## config.mk

```make
export PLATFORM = sky130hd
export DESIGN_NAME = psm_pwrup_scheduler
export DESIGN_NICKNAME = d
export VERILOG_FILES = /design/src/rtl/psm_pwrup_scheduler.sv
export SDC_FILE = /design/constraint.sdc
export NUM_CORES = 1
export LEC_CHECK = 0
export ABC_AREA = 1
export ABC_CLOCK_PERIOD_IN_PS = 2700
export BUFFER_PORTS_ARGS = -buffer_cell sky130_fd_sc_hd__buf_2
export CAP_MARGIN = 20
export CORE_MARGIN = 1
export CORE_UTILIZATION = 45
export DETAILED_ROUTE_END_ITERATION = 7
export PLACE_DENSITY = 0.7
export SYNTH_ARGS = -nofsm -noshare
export SYNTH_HDL_FRONTEND = slang
export SYNTH_SLANG_ARGS = --single-unit
```

## constraint.sdc

```tcl
create_clock -name clk -period 2.7 [get_ports clk]
set_input_delay 0 -clock clk [delete_from_list [all_inputs] [get_ports clk]]
set_output_delay 0 -clock clk [all_outputs]
set_load 0.01 [all_outputs]
```

## src/rtl/psm_pwrup_scheduler.sv

```systemverilog
// Power-up scheduler: grants up to MAX_ACTIVE domain ramps at a time, round-robin,
// with a minimum stagger between grants and a per-grant completion timeout.
module psm_pwrup_scheduler #(
    parameter  int NUM_DOM     = 4,
    parameter  int MAX_ACTIVE  = 2,
    parameter  int STAGGER_CYC = 8,
    parameter  int TIMEOUT_CYC = 1000,
    localparam int CNT_W       = $clog2(MAX_ACTIVE + 1),
    localparam int ID_W        = $clog2(NUM_DOM)
) (
    input  logic               clk,
    input  logic               rst_n,
    input  logic [NUM_DOM-1:0] req_i,
    input  logic [NUM_DOM-1:0] done_i,
    input  logic [NUM_DOM-1:0] fault_clr_i,
    output logic [NUM_DOM-1:0] gnt_o,
    output logic [CNT_W-1:0]   active_cnt_o,
    output logic [NUM_DOM-1:0] fault_o,
    output logic               fault_pulse_o,
    output logic [ID_W-1:0]    fault_id_o,
    output logic               busy_o
);

    localparam int TMR_W = $clog2(TIMEOUT_CYC + 1);
    // The counter holds the cycles still blocked after a grant, so successive
    // grants rise STAGGER_CYC cycles apart (1 apart when STAGGER_CYC is 0).
    localparam int STG_LOAD = (STAGGER_CYC > 0) ? (STAGGER_CYC - 1) : 0;
    localparam int STG_W    = (STAGGER_CYC > 1) ? $clog2(STAGGER_CYC) : 1;

    logic [NUM_DOM-1:0] gnt_r;
    logic [NUM_DOM-1:0] fault_r;
    logic [NUM_DOM-1:0] served_r;
    logic [CNT_W-1:0]   active_cnt_r;
    logic               fault_pulse_r;
    logic [ID_W-1:0]    fault_id_r;
    logic [ID_W-1:0]    rr_ptr_r;
    logic [STG_W-1:0]   stagger_r;
    logic [TMR_W-1:0]   timer_r [NUM_DOM];

    logic [NUM_DOM-1:0] eligible_s;
    logic [NUM_DOM-1:0] done_rel_s;
    logic [NUM_DOM-1:0] abort_rel_s;
    logic [NUM_DOM-1:0] timeout_s;
    logic [NUM_DOM-1:0] release_s;
    logic [NUM_DOM-1:0] grant_vec_s;
    logic [NUM_DOM-1:0] gnt_next_s;
    logic [NUM_DOM-1:0] fault_next_s;
    logic [NUM_DOM-1:0] served_next_s;
    logic               found_s;
    logic               grant_en_s;
    logic [ID_W-1:0]    winner_s;
    logic [ID_W:0]      scan_sum_s;
    logic [ID_W-1:0]    scan_idx_s;
    logic [ID_W-1:0]    rr_ptr_next_s;
    logic [STG_W-1:0]   stagger_next_s;
    logic [ID_W-1:0]    timeout_id_s;

    function automatic logic [CNT_W-1:0] popcount(input logic [NUM_DOM-1:0] vec);
        logic [CNT_W-1:0] cnt;
        cnt = {CNT_W{1'b0}};
        for (int i = 0; i < NUM_DOM; i++) begin
            cnt = cnt + CNT_W'(vec[i]);
        end
        return cnt;
    endfunction

    assign eligible_s = req_i & ~gnt_r & ~fault_r & ~served_r;

    // Classify each outstanding grant: done beats abort beats timeout.
    always_comb begin
        done_rel_s  = {NUM_DOM{1'b0}};
        abort_rel_s = {NUM_DOM{1'b0}};
        timeout_s   = {NUM_DOM{1'b0}};
        for (int i = 0; i < NUM_DOM; i++) begin
            if (gnt_r[i]) begin
                if (done_i[i]) begin
                    done_rel_s[i] = 1'b1;
                end else if (!req_i[i]) begin
                    abort_rel_s[i] = 1'b1;
                end else if (timer_r[i] == TMR_W'(TIMEOUT_CYC - 1)) begin
                    timeout_s[i] = 1'b1;
                end else begin
                    timeout_s[i] = 1'b0;
                end
            end else begin
                done_rel_s[i] = 1'b0;
            end
        end
    end

    // Round-robin search for the first eligible domain at or above rr_ptr.
    always_comb begin
        found_s     = 1'b0;
        winner_s    = {ID_W{1'b0}};
        scan_sum_s  = {(ID_W + 1){1'b0}};
        scan_idx_s  = {ID_W{1'b0}};
        grant_vec_s = {NUM_DOM{1'b0}};
        for (int k = 0; k < NUM_DOM; k++) begin
            scan_sum_s = {1'b0, rr_ptr_r} + (ID_W + 1)'(k);
            if (scan_sum_s >= (ID_W + 1)'(NUM_DOM)) begin
                scan_sum_s = scan_sum_s - (ID_W + 1)'(NUM_DOM);
            end else begin
                scan_sum_s = scan_sum_s;
            end
            scan_idx_s = scan_sum_s[ID_W-1:0];
            if (!found_s && eligible_s[scan_idx_s]) begin
                found_s  = 1'b1;
                winner_s = scan_idx_s;
            end else begin
                found_s = found_s;
            end
        end
        grant_en_s = found_s && (active_cnt_r < CNT_W'(MAX_ACTIVE)) &&
                     (stagger_r == {STG_W{1'b0}});
        if (grant_en_s) begin
            grant_vec_s[winner_s] = 1'b1;
        end else begin
            grant_vec_s = {NUM_DOM{1'b0}};
        end
    end

    // Next-state for grants, faults, served bits, pointer and stagger counter.
    always_comb begin
        release_s    = done_rel_s | abort_rel_s | timeout_s;
        gnt_next_s   = (gnt_r & ~release_s) | grant_vec_s;
        fault_next_s = (fault_r & ~fault_clr_i) | timeout_s;
        timeout_id_s = {ID_W{1'b0}};
        for (int i = NUM_DOM - 1; i >= 0; i--) begin
            if (timeout_s[i]) begin
                timeout_id_s = ID_W'(i);
            end else begin
                timeout_id_s = timeout_id_s;
            end
        end
        served_next_s = served_r;
        for (int i = 0; i < NUM_DOM; i++) begin
            if (done_rel_s[i]) begin
                served_next_s[i] = 1'b1;
            end else if (!req_i[i]) begin
                served_next_s[i] = 1'b0;
            end else begin
                served_next_s[i] = served_r[i];
            end
        end
        if (winner_s == ID_W'(NUM_DOM - 1)) begin
            rr_ptr_next_s = {ID_W{1'b0}};
        end else begin
            rr_ptr_next_s = winner_s + ID_W'(1);
        end
        if (grant_en_s) begin
            stagger_next_s = STG_W'(STG_LOAD);
        end else if (stagger_r != {STG_W{1'b0}}) begin
            stagger_next_s = stagger_r - STG_W'(1);
        end else begin
            stagger_next_s = stagger_r;
        end
    end

    // Scheduler state and registered outputs.
    always_ff @(posedge clk or negedge rst_n) begin
        if (!rst_n) begin
            gnt_r         <= {NUM_DOM{1'b0}};
            fault_r       <= {NUM_DOM{1'b0}};
            served_r      <= {NUM_DOM{1'b0}};
            active_cnt_r  <= {CNT_W{1'b0}};
            fault_pulse_r <= 1'b0;
            fault_id_r    <= {ID_W{1'b0}};
            rr_ptr_r      <= {ID_W{1'b0}};
            stagger_r     <= {STG_W{1'b0}};
        end else begin
            gnt_r         <= gnt_next_s;
            fault_r       <= fault_next_s;
            served_r      <= served_next_s;
            active_cnt_r  <= popcount(gnt_next_s);
            fault_pulse_r <= |timeout_s;
            fault_id_r    <= (|timeout_s) ? timeout_id_s : fault_id_r;
            rr_ptr_r      <= grant_en_s ? rr_ptr_next_s : rr_ptr_r;
            stagger_r     <= stagger_next_s;
        end
    end

    // Per-domain ramp timers: cleared on grant, count while granted, saturate.
    always_ff @(posedge clk or negedge rst_n) begin
        if (!rst_n) begin
            for (int i = 0; i < NUM_DOM; i++) begin
                timer_r[i] <= {TMR_W{1'b0}};
            end
        end else begin
            for (int i = 0; i < NUM_DOM; i++) begin
                if (grant_vec_s[i]) begin
                    timer_r[i] <= {TMR_W{1'b0}};
                end else if (gnt_r[i] && (timer_r[i] != TMR_W'(TIMEOUT_CYC))) begin
                    timer_r[i] <= timer_r[i] + TMR_W'(1);
                end else begin
                    timer_r[i] <= timer_r[i];
                end
            end
        end
    end

    assign gnt_o         = gnt_r;
    assign active_cnt_o  = active_cnt_r;
    assign fault_o       = fault_r;
    assign fault_pulse_o = fault_pulse_r;
    assign fault_id_o    = fault_id_r;
    assign busy_o        = (|gnt_r) | (|eligible_s);

endmodule

```

==> reports/results.txt <==
Status = finished with violations
Violations in the final reports = negative setup slack
Peak VDD IR = 0.582 mV
Slew @ Worst Pin = 0.431 ns
Top-count cell post-synth = nand2_1
Number of max-cap violations = 0
Max incr delay on CP = 0.52 ns
Setup crit start kind = flop
First-pass GRT wire length = 13500 µm
All-Layer GR Usage = 0.203
Crit path max fanout = 8
Die height = 91.6 µm
Commonest cells in the netlist = 95 x nand2_1, 74 x inv_1, 62 x dfrtp_1, 46 x nand3_1, 46 x nor2_1
Distinct cell type count after synthesis = 37
Main synth FF type = dfrtp_1
Antenna cell count = 0
CTS tree = yes
Worst hold slack = 0.0243 ns
Synth area leader = dfrtp_1
Final Max Tran Viols = 0
CTS clk-pin slew, worst paths = 0.07 ns
Final period utilization = 1.01
Post-synth EDFFs = 0
Area grow syn2layout = 26.4%
Core ar. = 7770 µm²
Clock latency at the later pin of the worst-skew pair = 0.34 ns
Drt pass-1 iters = 4
Ys async rst share = 1.00
Nets = 552
Flops & latches, synth = 62
Post-layout min period = 2.74 ns
Synth Cell Area = 3620 µm²
Antenna-violating nets left = 0
Power per Cell Area = 957 nW/µm²
Mapped Nets = 481
Post-route setup slack = -0.0371 ns
Clock tree buffer depth = 2
Starting Density = 0.466
Worst path required time = 2.93 ns
Rows = 32
Final setup viols = 2
P_leak = 2.39 nW
RSZ-0062 raised after global routing = true
Die width = 91.6 µm
Crit path DAT = 2.96 ns
Fmax = 0.365 GHz
Final Power = 4.37 mW
Synth Warn # = 0
Post-Synthesis Cells = 451
Area contributors post-synth = dfrtp_1 43%, nand2_1 9.9%, inv_1 7.7%
CP endpoint kind = flop
Final core occ = 0.588
CTS root buffer = clkbuf_8
Worst Path Class, Setup = reg -> reg
Rel. slew slack = 0.712
CTS buffer count = 9
Synth top area share = 0.429
Antenna violations before repair = 0
Mean post-synth cell area = 8.02 µm²
Final GP Congestion = 0.961
Largest net degree at the start of global routing = 35
Post-synthesis sequential area ratio = 0.429
DP HPWL = 5660 µm
Crit-path cells = inv_4 > nand3_4 > nand2_4 > o21ai_4 > buf_4 > nand3_1 > nand3_2 > inv_2 > ha_1 > nand2_2 > o21ai_2 > fa_1 > ha_2 > xor2_1
H-tree level count = 3
IO buf count = 27
DR WL/cell = 12.5 µm
Iteration-0 DRC count of the detailed router = 155
Worst min-delay path class = in -> reg
Worst Path Buf+Inv = 3
Fin. Hold Viols = 0
CTS sink count = 62
Slowest CP cell = dfrtp_2
DRC viols = 0
Gr ovfl total = 0
Die area = 8400 µm²
Fin Clk Skew = 0.00947 ns
Routed vias = 3136
Share of cells above drive strength 1 = 0.243
WL final = 7850 µm
Crit path max-delay family = adder cells
IO Count = 28
Vias per cell = 4.99
Vias in the first global route = 3048
cells by family after synthesis:
family | Yosys count | synth area share
AND/OR/NAND/NOR | 228 | 0.303
adder cells (fa/ha/maj) | 16 | 0.0574
AO/OA/AOI/OAI | 37 | 0.0651
buffers and inverters | 86 | 0.0920
flip-flops | 62 | 0.429
XOR/XNOR | 22 | 0.0533
worst reg2reg max path, cell delays in order (launching register included):
cell and delay, ns:
dfrtp_2 0.52, inv_4 0.09, nand3_4 0.10, nand2_4 0.08, o21ai_4 0.19, buf_4 0.13
nand3_1 0.10, nand3_2 0.11, inv_2 0.06, ha_1 0.20, nand2_2 0.09, o21ai_2 0.09
fa_1 0.51, ha_2 0.20, xor2_1 0.15
routing by layer:
metal / global-route usage / vias up / part of all wire
li1: - / 1565 / -
met1: 0.251 / 1478 / 0.45
met2: 0.338 / 70 / 0.49
met3: 0.0415 / 23 / 0.030
met4: 0.0992 / 0 / 0.029
met5: 0 / - / 0
state kept, by name, indices dropped and copies added, names as in the netlist:
name           cells
fault_pulse_o      1
active_cnt_o       2
stagger_r          3
fault_id_o         2
fault_o            4
rr_ptr_r           2
timer_r           40
gnt_o              4
served_r           4
worst paths after layout:
| kind | startpoint | end | slack (ns) | depth (start not counted) |
|---|---|---|---|---|
| min in group asynchronous | rst_n | timer_r[24]$_DFFE_PN0P_ | 0.21 | 3 |
| min reg2reg | fault_id_o[1]$_DFFE_PN0P_ | fault_id_o[1]$_DFFE_PN0P_ | 0.50 | 2 |
| max in group asynchronous | rst_n | timer_r[36]$_DFFE_PN0P_ | 2.16 | 3 |
| max reg2reg | rr_ptr_r[0]$_DFFE_PN0P_ | active_cnt_o[1]$_DFF_PN0_ | -0.04 | 14 |
| min | done_i[0] | gnt_o[0]$_DFF_PN0_ | 0.02 | 4 |
| max | rr_ptr_r[0]$_DFFE_PN0P_ | active_cnt_o[1]$_DFF_PN0_ | -0.04 | 14 |
repair_timing:
action	4_1_cts	5_1_grt
hold buffers	13	1
endpoints found under the setup margin	2	2
pin swaps	3	16
endpoints found under the hold margin	70	1
buffers inserted	0	3
gates resized for setup	11	33
cloned	0	0
per-stage QoR:
| step | worst slack (ns) | TNS [ns] | instance area, µm² | instances |
|---|---|---|---|---|
| final | -0.0371 | -0.0572 | 4570 | 629 |
| after global routing | -0.122 | -0.221 | 4570 | 629 |
| after CTS | 0.00150 | 0 | 4400 | 625 |
| after detailed placement | -0.216 | -0.359 | 4000 | 596 |
| after global placement | -0.0218 | -0.0218 | 4000 | 596 |
| after floorplan | 0.0138 | 0 | 3620 | 451 |
cell type report:
| class | count | area (µm²) |
|---|---|---|
| Sequential cell | 62 | 1550 |
| Multi-Input combinational cell | 303 | 1880 |
| Tap cell | 102 | 128 |
| Fill cell | 704 | 3200 |
| Clock buffer | 10 | 138 |
| Timing Repair Buffer | 62 | 437 |
| Clock inverter | 6 | 109 |
| Inverter | 84 | 323 |
placed cells by master (no fill, tap or decap), types with 4 or more instances in the layout:
master,n
nand2_1,87
inv_1,71
dfrtp_1,60
nand3_1,42
nor2_1,41
buf_2,27
o21ai_0,20
buf_4,20
xor2_1,16
dlygate4sd3_1,14
ha_1,12
inv_2,11
clkbuf_8,10
nand2_2,9
nor3_1,8
nand4_1,7
nand3_2,6
nor2_2,5
nor3_2,5
nand2_4,4
a21oi_1,4
xnor2_1,4
a22o_1,4
power by group:
part           internal (mW)  switching (mW)  total (mW)
clock network          0.637           0.371        1.01
registers               1.20           0.278        1.47
logic                  0.810            1.08        1.89
(Power assumes the default switching activity.)
